### src/rtl/perf_event_monitor_if.sv
// Bus bundle for perf_event_monitor: control strobes, event inputs, read port and status.
interface perf_event_monitor_if #(
  parameter int unsigned NUM_EVENTS = 4,
  parameter int unsigned CNT_WIDTH  = 32
);
  localparam int unsigned SEL_W = $clog2(NUM_EVENTS + 1);

  logic                  start_i;
  logic                  clear_i;
  logic [NUM_EVENTS-1:0] event_i;
  logic [NUM_EVENTS-1:0] inhibit_i;
  logic                  snap_i;
  logic                  rd_en_i;
  logic [SEL_W-1:0]      rd_sel_i;
  logic [CNT_WIDTH-1:0]  rd_data_o;
  logic                  rd_valid_o;
  logic [NUM_EVENTS:0]   overflow_o;
  logic                  running_o;
  logic                  done_o;

  modport master (
    output start_i, clear_i, event_i, inhibit_i, snap_i, rd_en_i, rd_sel_i,
    input  rd_data_o, rd_valid_o, overflow_o, running_o, done_o
  );

  modport slave (
    input  start_i, clear_i, event_i, inhibit_i, snap_i, rd_en_i, rd_sel_i,
    output rd_data_o, rd_valid_o, overflow_o, running_o, done_o
  );
endinterface

### src/rtl/perf_event_monitor.sv
// Performance event monitor: NUM_EVENTS qualified event counters plus a cycle counter,
// budgeted auto-stop, shadow snapshot bank and registered read port.
module perf_event_monitor #(
  parameter int unsigned NUM_EVENTS  = 4,
  parameter int unsigned CNT_WIDTH   = 32,
  parameter int unsigned CYCLE_LIMIT = 64,
  localparam int unsigned SEL_W      = $clog2(NUM_EVENTS + 1)
) (
  input logic                 clk_i,
  input logic                 rst_i,
  perf_event_monitor_if.slave bus
);

  localparam bit                   LIMITED = (CYCLE_LIMIT != 0);
  localparam logic [CNT_WIDTH-1:0] LAST    = CNT_WIDTH'(LIMITED ? CYCLE_LIMIT - 1 : 0);
  localparam logic [SEL_W-1:0]     CYC_SEL = SEL_W'(NUM_EVENTS);

  typedef enum logic [1:0] {IDLE, RUN, DONE} state_t;

  state_t               state;
  logic                 running;
  logic                 done;
  logic [CNT_WIDTH-1:0] live   [NUM_EVENTS+1];
  logic [CNT_WIDTH-1:0] shadow [NUM_EVENTS+1];
  logic [NUM_EVENTS:0]  overflow;
  logic [NUM_EVENTS:0]  hit;
  logic                 budget_hit;
  logic [CNT_WIDTH-1:0] rd_data;
  logic                 rd_valid;

  // Top bit is the cycle counter, which advances on every RUN edge.
  assign hit        = {1'b1, bus.event_i & ~bus.inhibit_i};
  assign budget_hit = LIMITED && (live[NUM_EVENTS] == LAST);

  // Control FSM; running/done are registered alongside the state.
  always_ff @(posedge clk_i or negedge rst_i) begin
    if (!rst_i) begin
      state   <= IDLE;
      running <= 1'b0;
      done    <= 1'b0;
    end else if (bus.clear_i) begin
      state   <= IDLE;
      running <= 1'b0;
      done    <= 1'b0;
    end else begin
      unique case (state)
        IDLE: if (bus.start_i) begin
          state   <= RUN;
          running <= 1'b1;
        end
        RUN: if (budget_hit) begin
          state   <= DONE;
          running <= 1'b0;
          done    <= 1'b1;
        end else if (!bus.start_i) begin
          state   <= IDLE;
          running <= 1'b0;
        end
        DONE: ;
        default: begin
          state   <= IDLE;
          running <= 1'b0;
          done    <= 1'b0;
        end
      endcase
    end
  end

  // Live counters with saturation, sticky overflow, and snapshot into the shadow bank.
  always_ff @(posedge clk_i or negedge rst_i) begin
    if (!rst_i) begin
      for (int unsigned k = 0; k <= NUM_EVENTS; k++) begin
        live[k]   <= '0;
        shadow[k] <= '0;
      end
      overflow <= '0;
    end else if (bus.clear_i) begin
      for (int unsigned k = 0; k <= NUM_EVENTS; k++) begin
        live[k]   <= '0;
        shadow[k] <= '0;
      end
      overflow <= '0;
    end else begin
      // Snapshot takes the pre-increment values because both use the old live[].
      if (bus.snap_i) begin
        for (int unsigned k = 0; k <= NUM_EVENTS; k++) shadow[k] <= live[k];
      end
      if (state == RUN) begin
        for (int unsigned k = 0; k <= NUM_EVENTS; k++) begin
          if (hit[k]) begin
            if (live[k] == '1) overflow[k] <= 1'b1;
            else               live[k]     <= live[k] + CNT_WIDTH'(1);
          end
        end
      end
    end
  end

  // Registered read of the shadow bank; out-of-range selects return zero.
  always_ff @(posedge clk_i or negedge rst_i) begin
    if (!rst_i) begin
      rd_data  <= '0;
      rd_valid <= 1'b0;
    end else begin
      rd_valid <= bus.rd_en_i;
      if (bus.rd_en_i) rd_data <= (bus.rd_sel_i <= CYC_SEL) ? shadow[bus.rd_sel_i] : '0;
    end
  end

  assign bus.rd_data_o  = rd_data;
  assign bus.rd_valid_o = rd_valid;
  assign bus.overflow_o = overflow;
  assign bus.running_o  = running;
  assign bus.done_o     = done;

endmodule

### src/flat_wrapper.sv
// flat-port wrapper written by rule: the top's interface ports become plain ports
module perf_event_monitor_flat 
#(
  parameter int unsigned NUM_EVENTS  = 4,
  parameter int unsigned CNT_WIDTH   = 32,
  parameter int unsigned CYCLE_LIMIT = 64,
  localparam int unsigned SEL_W      = $clog2(NUM_EVENTS + 1)
)
  (clk_i, rst_i, bus_start_i, bus_clear_i, bus_event_i, bus_inhibit_i, bus_snap_i, bus_rd_en_i, bus_rd_sel_i, bus_rd_data_o, bus_rd_valid_o, bus_overflow_o, bus_running_o, bus_done_o);
  perf_event_monitor_if #(.NUM_EVENTS(NUM_EVENTS), .CNT_WIDTH(CNT_WIDTH)) bus_i ();
  input logic clk_i;
  input logic rst_i;
  input wire logic [$bits(bus_i.start_i)-1:0] bus_start_i;
  input wire logic [$bits(bus_i.clear_i)-1:0] bus_clear_i;
  input wire logic [$bits(bus_i.event_i)-1:0] bus_event_i;
  input wire logic [$bits(bus_i.inhibit_i)-1:0] bus_inhibit_i;
  input wire logic [$bits(bus_i.snap_i)-1:0] bus_snap_i;
  input wire logic [$bits(bus_i.rd_en_i)-1:0] bus_rd_en_i;
  input wire logic [$bits(bus_i.rd_sel_i)-1:0] bus_rd_sel_i;
  output wire logic [$bits(bus_i.rd_data_o)-1:0] bus_rd_data_o;
  output wire logic [$bits(bus_i.rd_valid_o)-1:0] bus_rd_valid_o;
  output wire logic [$bits(bus_i.overflow_o)-1:0] bus_overflow_o;
  output wire logic [$bits(bus_i.running_o)-1:0] bus_running_o;
  output wire logic [$bits(bus_i.done_o)-1:0] bus_done_o;
  assign bus_i.start_i = bus_start_i;
  assign bus_i.clear_i = bus_clear_i;
  assign bus_i.event_i = bus_event_i;
  assign bus_i.inhibit_i = bus_inhibit_i;
  assign bus_i.snap_i = bus_snap_i;
  assign bus_i.rd_en_i = bus_rd_en_i;
  assign bus_i.rd_sel_i = bus_rd_sel_i;
  assign bus_rd_data_o = bus_i.rd_data_o;
  assign bus_rd_valid_o = bus_i.rd_valid_o;
  assign bus_overflow_o = bus_i.overflow_o;
  assign bus_running_o = bus_i.running_o;
  assign bus_done_o = bus_i.done_o;
  perf_event_monitor #(.NUM_EVENTS(NUM_EVENTS), .CNT_WIDTH(CNT_WIDTH), .CYCLE_LIMIT(CYCLE_LIMIT)) u_core (.clk_i(clk_i), .rst_i(rst_i), .bus(bus_i));
endmodule
### config.mk
export PLATFORM = sky130hd
export DESIGN_NAME = perf_event_monitor_flat
export DESIGN_NICKNAME = d
export VERILOG_FILES = /design/src/rtl/perf_event_monitor_if.sv /design/src/rtl/perf_event_monitor.sv /design/src/flat_wrapper.sv
export SDC_FILE = /design/constraint.sdc
export NUM_CORES = 1
export LEC_CHECK = 0
export BUFFER_PORTS_ARGS = -buffer_cell sky130_fd_sc_hd__buf_2
export CAP_MARGIN = 20
export CORE_MARGIN = 5
export CORE_UTILIZATION = 60
export CTS_BUF_LIST = sky130_fd_sc_hd__clkbuf_2 sky130_fd_sc_hd__clkbuf_4 sky130_fd_sc_hd__clkbuf_8
export DETAILED_ROUTE_END_ITERATION = 10
export GPL_ROUTABILITY_DRIVEN = 0
export PLACE_DENSITY = 0.74
export SETUP_SLACK_MARGIN = 0.4
export SYNTH_ARGS = -nofsm -noshare
export SYNTH_HDL_FRONTEND = slang
export SYNTH_SLANG_ARGS = --single-unit
### constraint.sdc
create_clock -name clk_i -period 4.12 [get_ports clk_i]
set_input_delay 0.824 -clock clk_i [delete_from_list [all_inputs] [get_ports clk_i]]
set_output_delay 0.824 -clock clk_i [all_outputs]
set_load 0.01 [all_outputs]
==> results.sh, run 1 <==
export IMPL_drc=0
export IMPL_cts_made_buffers=58
export IMPL_fmax_mhz=338.0
export IMPL_nFillCells=2205
export IMPL_start_util_pct=60.41
export IMPL_fin_nets=1793
export IMPL_wl_per_cell_um=20.64
export IMPL_cp_top_family="simple AND/OR/NAND/NOR gates"
export IMPL_ys_flop_type="dfrtp_1"
export IMPL_synthAdderAreaFrac_pct=0.3522
export IMPL_die_h_um=182.1
export IMPL_synth_cell_types=54
export IMPL_synthSimpleGateAreaFrac_pct=20.61
export IMPL_vias=14180
export IMPL_critPathMaxStageDelay_ns=0.97
export IMPL_holdBufCountCts=0
export IMPL_p_per_area_nw_per_um2=368.1
export IMPL_antenna_found_initial=0
export IMPL_drtAntennaViolNets=0
export IMPL_peakVddDrop_mv=0.2239
export IMPL_coreArea_um2=29400
export IMPL_period_share_pct=71.82
export IMPL_avgSynthCellArea_um2=10.27
export IMPL_synth_top_family_by_area="simple AND/OR/NAND/NOR gates"
export IMPL_synth_xor_xnor_area_share_pct=0.9369
export IMPL_syn_nets=1751
export IMPL_grt_pass1_vias=13660
export IMPL_routed_wl_um=45530
export IMPL_htree_levels=2
export IMPL_clk_latency_ns=0.60
export IMPL_max_cap_violations=0
export IMPL_cts_sinks=361
export IMPL_grt_use_total_pct=27.64
export IMPL_multi_input_area_um2=8230
export IMPL_finClkSkew_ns=0.03070
export IMPL_hold_viol=0
export IMPL_cts_tree="built"
export IMPL_critPathBufInv=0
export IMPL_worst_ep_arrival_time_ns=3.44
export IMPL_ys_seq_area_share_pct=50.86
export IMPL_crit_type="reg2reg"
export IMPL_vias_per_cell=6.426
export IMPL_min_period_ns=2.959
export IMPL_grt_ovfl_total=0
export IMPL_cts_setup_buffers=0
export IMPL_synth_edff_count=0
export IMPL_drt_iter0_drc=1424
export IMPL_status="complete, no violations"
export IMPL_drv_slew=0
export IMPL_crit_fanout=18
export IMPL_static_leakage_power_nw=8.629
export IMPL_syn_to_final_growth_pct=11.31
export IMPL_cp_cell_sequence="nand4_1 -> or3_1 -> o31ai_2 -> nor3_1 -> mux2_2"
export IMPL_cp_end_kind="register"
export IMPL_drt_pass1_iter_count=5
export IMPL_rows=63
export IMPL_start_kind="register"
export IMPL_cts_buffer_depth=3
export IMPL_clockRootBuffer="clkbuf_8"
export IMPL_setup_violations=0
export IMPL_regArea_um2=9034
export IMPL_grt_max_degree=148
export IMPL_cts_resized=0
export IMPL_maxSlewHeadroom_pct=25.84
export IMPL_total_power_mw=7.277
export IMPL_diodes=0
export IMPL_async_reset_ff_share_pct=100.0
export IMPL_crit_slowest_cell="o31ai_2"
export IMPL_synth_seq_cells=361
export IMPL_rsz0062_at_grt="false"
export IMPL_io_pins=57
export IMPL_place_hpwl_um=30730
export IMPL_port_buffer_count=56
export IMPL_synth_compound_area_share_pct=10.36
export IMPL_layout_drive_gt1_share_pct=14.43
export IMPL_timing_setup_tns_ns=0
export IMPL_synth_cells=1729
export IMPL_die_area_um2=33140
export IMPL_cp_data_required_time_ns=4.60
export IMPL_min_path_type="in2async"
export IMPL_worst_slew_pin_slew_ns=1.106
export IMPL_clk_pin_slew_ns=0.06
export IMPL_grt_pass1_wl_um=74760
export IMPL_die_w_um=182.1
export IMPL_synthMuxAreaShare_pct=13.94
export IMPL_yosys_warnings=0
export IMPL_synth_area_um2=17760
[layer usage]
layer | vias up | share of wire, % | GRT usage [%]
met2 | 481 | 47 | 43.50
met4 | 0 | 2.0 | 6.755
met3 | 66 | 6.6 | 3.747
li1 | 6482 | - | -
met1 | 7146 | 44 | 41.34
met5 | - | 0 | 0
[path summary, 6_finish.rpt]
path                                                     from                             endpoint  slack (ns)  depth (start not counted)
worst max-delay path              u_core.live[17]$_DFFE_PN0P_           u_core.live[5]$_DFFE_PN0P_        1.16                          5
worst min-delay path                                    rst_i           u_core.live[7]$_DFFE_PN0P_        0.30                          1
worst max register to register    u_core.live[17]$_DFFE_PN0P_           u_core.live[5]$_DFFE_PN0P_        1.16                          5
worst min register to register  u_core.bus.done_o$_DFFE_PN0P_        u_core.bus.done_o$_DFFE_PN0P_        0.49                          1
max in group asynchronous                               rst_i  u_core.bus.rd_data_o[1]$_DFFE_PN0P_        2.74                          3
min in group clk_i              u_core.bus.done_o$_DFFE_PN0P_        u_core.bus.done_o$_DFFE_PN0P_        0.49                          1
[registers in the layout, indices dropped and copies added (netlist names)]
register,cells
u_core.bus.done_o,1
u_core.bus.overflow_o,5
u_core.bus.rd_data_o,32
u_core.bus.rd_valid_o,1
u_core.live,160
u_core.shadow,160
u_core.state,2
[worst reg2reg max path, stage by stage, from the launching register on]
cell and delay (ns):
dfrtp_1 0.45, nand4_1 0.39, or3_1 0.62, o31ai_2 0.97, nor3_1 0.11, mux2_2 0.31
[metrics by stage]
stage	hold slack (ns)	setup WS, ns	util [%]	instance area (µm²)	cells
finish	0.3039	1.161	67.24	19770	2206
detailed placement	0.4761	1.060	62.86	18480	2099
global placement	0.4713	1.174	62.76	18450	2098
CTS	0.3191	1.032	67.18	19750	2204
global route	0.3563	0.9735	67.24	19770	2206
floorplan	0.4806	1.542	-	17760	1729
[where the power goes]
group          total [mW]  internal [mW]  switching, mW
clock network        3.29           1.88           1.41
registers            3.60           3.57         0.0219
logic               0.392          0.118          0.274
[cell families (layout without fill, tap and decap cells)]
kind of cell             count (synthesis)  count (layout)
flip-flops                             361             361
adder cells (fa/ha/maj)                  5               5
AO/OA/AOI/OAI                          302             302
buffers and inverters                  133             220
multiplexers                           206             206
AND/OR/NAND/NOR                        703             703
XOR/XNOR                                19              19
[cells in the mapped netlist (all sizes together) (6+ instances only)]
| cell | number | share of area [%] |
|---|---|---|
| xnor2 | 6 | 0.30 |
| a221oi | 32 | 1.6 |
| or4 | 56 | 2.4 |
| nor2 | 285 | 6.0 |
| mux2 | 11 | 0.70 |
| xor2 | 13 | 0.64 |
| o21ai | 70 | 2.0 |
| clkbuf | 79 | 1.7 |
| mux4 | 32 | 4.1 |
| nand3 | 51 | 1.4 |
| dfrtp | 361 | 51 |
| inv | 24 | 0.51 |
| nand2 | 61 | 1.3 |
| nor2b | 13 | 0.46 |
| and3 | 12 | 0.42 |
| or3 | 74 | 2.6 |
| buf | 30 | 0.77 |
| nor3 | 20 | 0.56 |
| or2 | 6 | 0.21 |
| and4 | 17 | 0.84 |
| a21oi | 126 | 3.6 |
| nor4 | 21 | 0.94 |
| nand4 | 52 | 1.9 |
| o31ai | 55 | 2.4 |
| and2 | 12 | 0.42 |
| mux2i | 163 | 9.2 |
[area by class of cell]
type / instances / area share (%)
clock buffers: 99 / 6.259
clock inverters: 6 / 0.1645
inverters: 24 / 0.4557
multi-input cells: 1235 / 41.63
flip-flops and latches: 361 / 45.69
well taps: 390 / 2.468
repair buffers: 91 / 3.329
[cell usage in the layout (no fill, tap or decap), drive strengths merged, types with 6 or more instances in the layout]
cell type,count
nand4,52
o21ai,70
and3,12
and4,17
xor2,13
mux4,32
clkbuf,101
mux2,11
mux2i,163
nor4,21
nand3,51
or3,74
nor2b,13
xnor2,6
a21oi,126
buf,89
nor3,20
or2,6
dfrtp,361
nor2,285
a221oi,32
inv,24
or4,56
o31ai,55
nand2,61
and2,12
Power figures use the tool's default switching activity.
==> run 2: changes to the inputs <==
--- a/config.mk
+++ b/config.mk
@@ -5,6 +5,7 @@
 export SDC_FILE = /design/constraint.sdc
 export NUM_CORES = 1
 export LEC_CHECK = 0
+export ABC_AREA = 1
 export BUFFER_PORTS_ARGS = -buffer_cell sky130_fd_sc_hd__buf_2
 export CAP_MARGIN = 20
 export CORE_MARGIN = 5
==> constraint.sdc (replaced) <==
create_clock -name clk_i -period 2.9 [get_ports clk_i]
set_input_delay 0.58 -clock clk_i [delete_from_list [all_inputs] [get_ports clk_i]]
set_output_delay 0.58 -clock clk_i [all_outputs]
set_load 0.01 [all_outputs]
==> run 2 against run 1 <==
Flip-flop and latch count unchanged. Combinational power up 110%. Critical endpoint is now u_core.live[16]$_DFFE_PN0P_. Sequential power rose by 45%. Non-clock buffer count up 1.
==> results.sh, run 2 <==
export IMPL_synth_area_um2=19620
export IMPL_p_sw_mw=2.882
export IMPL_start_util_pct=60.60
export IMPL_final_cell_mix="nand2_1 (817), dfrtp_1 (361), o21ai_0 (330)"
export IMPL_setup_violations=0
export IMPL_clockRootBuffer="clkbuf_8"
export IMPL_place_hpwl_um=43500
export IMPL_post_route_util_pct=67.04
export IMPL_total_power_mw=11.01
export IMPL_cp_end_kind="register"
export IMPL_period_share_pct=77.97
export IMPL_critPathBufInv=2
export IMPL_layout_commonest_cell="nand2_1"
export IMPL_min_path_type="in2reg"
export IMPL_syn_nets=2800
export IMPL_drt_iter0_drc=1787
export IMPL_rows=66
export IMPL_r2r_end="u_core.live[16]$_DFFE_PN0P_"
export IMPL_path_common_cell="nand2_2"
export IMPL_max_cap_violations=0
export IMPL_cp_cell_sequence="ha_1 -> nand2_2 -> nor2_4 -> nand2_2 -> nor2_4 -> nand4_1 -> nand2_2 -> buf_4 -> inv_1 -> nand2_1 -> nand2_1"
export IMPL_synth_edff_count=0
export IMPL_diodes=0
export IMPL_ys_flop_type="dfrtp_1"
export IMPL_async_reset_ff_share_pct=100.0
export IMPL_rsz0062_at_grt="false"
export IMPL_clkPwrFrac_pct=45.1
export IMPL_maxSlewHeadroom_pct=50.46
export IMPL_clk_latency_ns=0.67
export IMPL_io_pins=57
export IMPL_ys_top_cells_by_area="dfrtp_1 (46%), nand2_1 (16%), o21ai_0 (8.4%)"
export IMPL_cts_made_buffers=60
export IMPL_layout_drive_gt1_share_pct=7.980
export IMPL_drt_pass1_iter_count=6
export IMPL_place_ws_ns=0.5269
export IMPL_stdcell_area_um2=21700
export IMPL_clk_pin_slew_ns=0.06
export IMPL_vias=19000
export IMPL_antenna_found_initial=0
export IMPL_instances_no_fill=3299
export IMPL_peakVddDrop_mv=0.4412
export IMPL_hold_viol=0
export IMPL_synthTopCellsByCount="nand2_1 (818), dfrtp_1 (361), o21ai_0 (330)"
export IMPL_ys_seq_area_share_pct=46.05
export IMPL_drc=0
export IMPL_drtAntennaViolNets=0
export IMPL_syn_to_final_growth_pct=10.63
export IMPL_hold_slack_ns=0.1860
export IMPL_crit_fanout=23
export IMPL_yosys_area_top_type="dfrtp_1"
export IMPL_setup_ws_ns=0.6389
export IMPL_placed_cell_area_um2=20350
export IMPL_vias_per_cell=5.758
export IMPL_synth_cells=2778
export IMPL_cp_data_required_time_ns=3.45
export IMPL_status="complete, no violations"
export IMPL_yosys_warnings=0
export IMPL_grt_pass1_vias=17960
export IMPL_htree_levels=2
export IMPL_grt_pass1_wl_um=95630
export IMPL_min_period_ns=2.261
export IMPL_crit_type="reg2reg"
export IMPL_r2r_cells=11
export IMPL_grt_ovfl_total=0
export IMPL_start_kind="register"
export IMPL_port_buffer_count=56
export IMPL_crit_path_end="u_core.live[16]$_DFFE_PN0P_"
export IMPL_crit_slowest_cell="dfrtp_1"
export IMPL_synth_seq_cells=361
export IMPL_timing_setup_tns_ns=0
export IMPL_p_seq_share_pct=47.4
export IMPL_cts_buffer_depth=3
export IMPL_worst_ep_arrival_time_ns=2.81
export IMPL_drv_slew=0
export IMPL_p_per_area_nw_per_um2=507.1
export IMPL_critPathMaxStageDelay_ns=0.46
export IMPL_fin_nets=2834
export IMPL_cp_depth=11
export IMPL_grt_use_total_pct=33.07
export IMPL_synth_top_cell_area_share_pct=46.05
export IMPL_die_h_um=190.8
export IMPL_static_leakage_power_nw=9.209
export IMPL_fmax_mhz=442.3
export IMPL_coreArea_um2=32370
export IMPL_wl_per_cell_um=18.14
export IMPL_worst_slew_pin_slew_ns=0.7430
export IMPL_p_int_mw=8.123
export IMPL_cts_tree="built"
export IMPL_synth_cell_types=30
export IMPL_cts_sinks=361
export IMPL_cp_top_family="simple AND/OR/NAND/NOR gates"
export IMPL_finClkSkew_ns=0.03209
export IMPL_die_area_um2=36410
export IMPL_synth_most_common_cell="nand2_1"
export IMPL_combPwrFrac_pct=7.5
export IMPL_avgSynthCellArea_um2=7.062
export IMPL_dp_cells=3191
export IMPL_power_switching_share_pct=26.19
export IMPL_routed_wl_um=59850
export IMPL_grt_max_degree=78
export IMPL_startpoint="u_core.live[0]$_DFFE_PN0P_"
export IMPL_die_w_um=190.8
export IMPL_r2r_start="u_core.live[0]$_DFFE_PN0P_"
export IMPL_r2r_slack_ns=0.64
==> run 2: cell type report <==
cell class,count,area [µm²]
Sequential cell,361,9034
Fill cell,2857,10670
Clock buffer,92,1191
Clock inverter,15,145.1
Tap cell,442,553.0
Multi-Input combinational cell,2003,8957
Inverter,294,1106
Timing Repair Buffer,92,715.7
==> run 2: worst min-delay path by stage <==
| stage | from | endpoint | slack (ns) | cells after the start |
|---|---|---|---|---|
| floorplan | rst_i | u_core.bus.done_o$_DFFE_PN0P_ | 0.28 | 0 |
| global placement | u_core.bus.done_o$_DFFE_PN0P_ | u_core.bus.done_o$_DFFE_PN0P_ | 0.46 | 2 |
| finish | bus_start_i | u_core.state[0]$_DFFE_PN0P_ | 0.19 | 3 |
| CTS | bus_start_i | u_core.state[0]$_DFFE_PN0P_ | 0.14 | 3 |
| detailed placement | u_core.shadow[5]$_DFFE_PN0P_ | u_core.shadow[5]$_DFFE_PN0P_ | 0.46 | 2 |
| global route | bus_start_i | u_core.state[0]$_DFFE_PN0P_ | 0.20 | 3 |
==> run 2: cells by family (layout without fill, tap and decap cells) <==
kind of cell             after synthesis  after routing  share of synthesized area [%]
XOR/XNOR                              24             24                          1.071
flip-flops                           361            361                          46.05
AND/OR/NAND/NOR                     1481           1481                          30.97
AO/OA/AOI/OAI                        493            493                          13.17
adder cells (fa/ha/maj)                5              5                         0.3189
buffers and inverters                414            493                          8.419
==> run 2: power by group through the flow <==
stage / combinational [mW] / sequential, mW / clock [mW]
2_1_floorplan: 0.436 / 5.28 / 0
3_3_place_gp: 0.809 / 5.29 / 0
3_5_place_dp: 0.819 / 5.30 / 0
4_1_cts: 0.823 / 5.21 / 5.02
5_1_grt: 0.908 / 5.22 / 5.26
6_report: 0.827 / 5.21 / 4.97
==> run 2: timing repair <==
| action | in CTS | in global routing |
|---|---|---|
| gates resized for setup | 0 | 1 |
| hold buffers | 1 | 0 |
| endpoints found under the setup margin | 0 | 14 |
| setup buffers | 0 | 0 |
| endpoints found under the hold margin | 55 | 0 |
==> run 2: per-layer routing <==
layer	GRT usage [%]	up-vias	wire length [µm]	part of all wire (%)
met3	6.261	166	5005	8.4
met1	44.81	8905	24800	41
met4	15.69	0	2998	5.0
met2	51.74	884	27050	45
li1	-	9041	-	-
met5	0	-	0	0
==> run 2: worst min-delay path, stage by stage <==
cell and delay, ns:
buf_2 0.09, nand3_1 0.06, o21ai_0 0.07
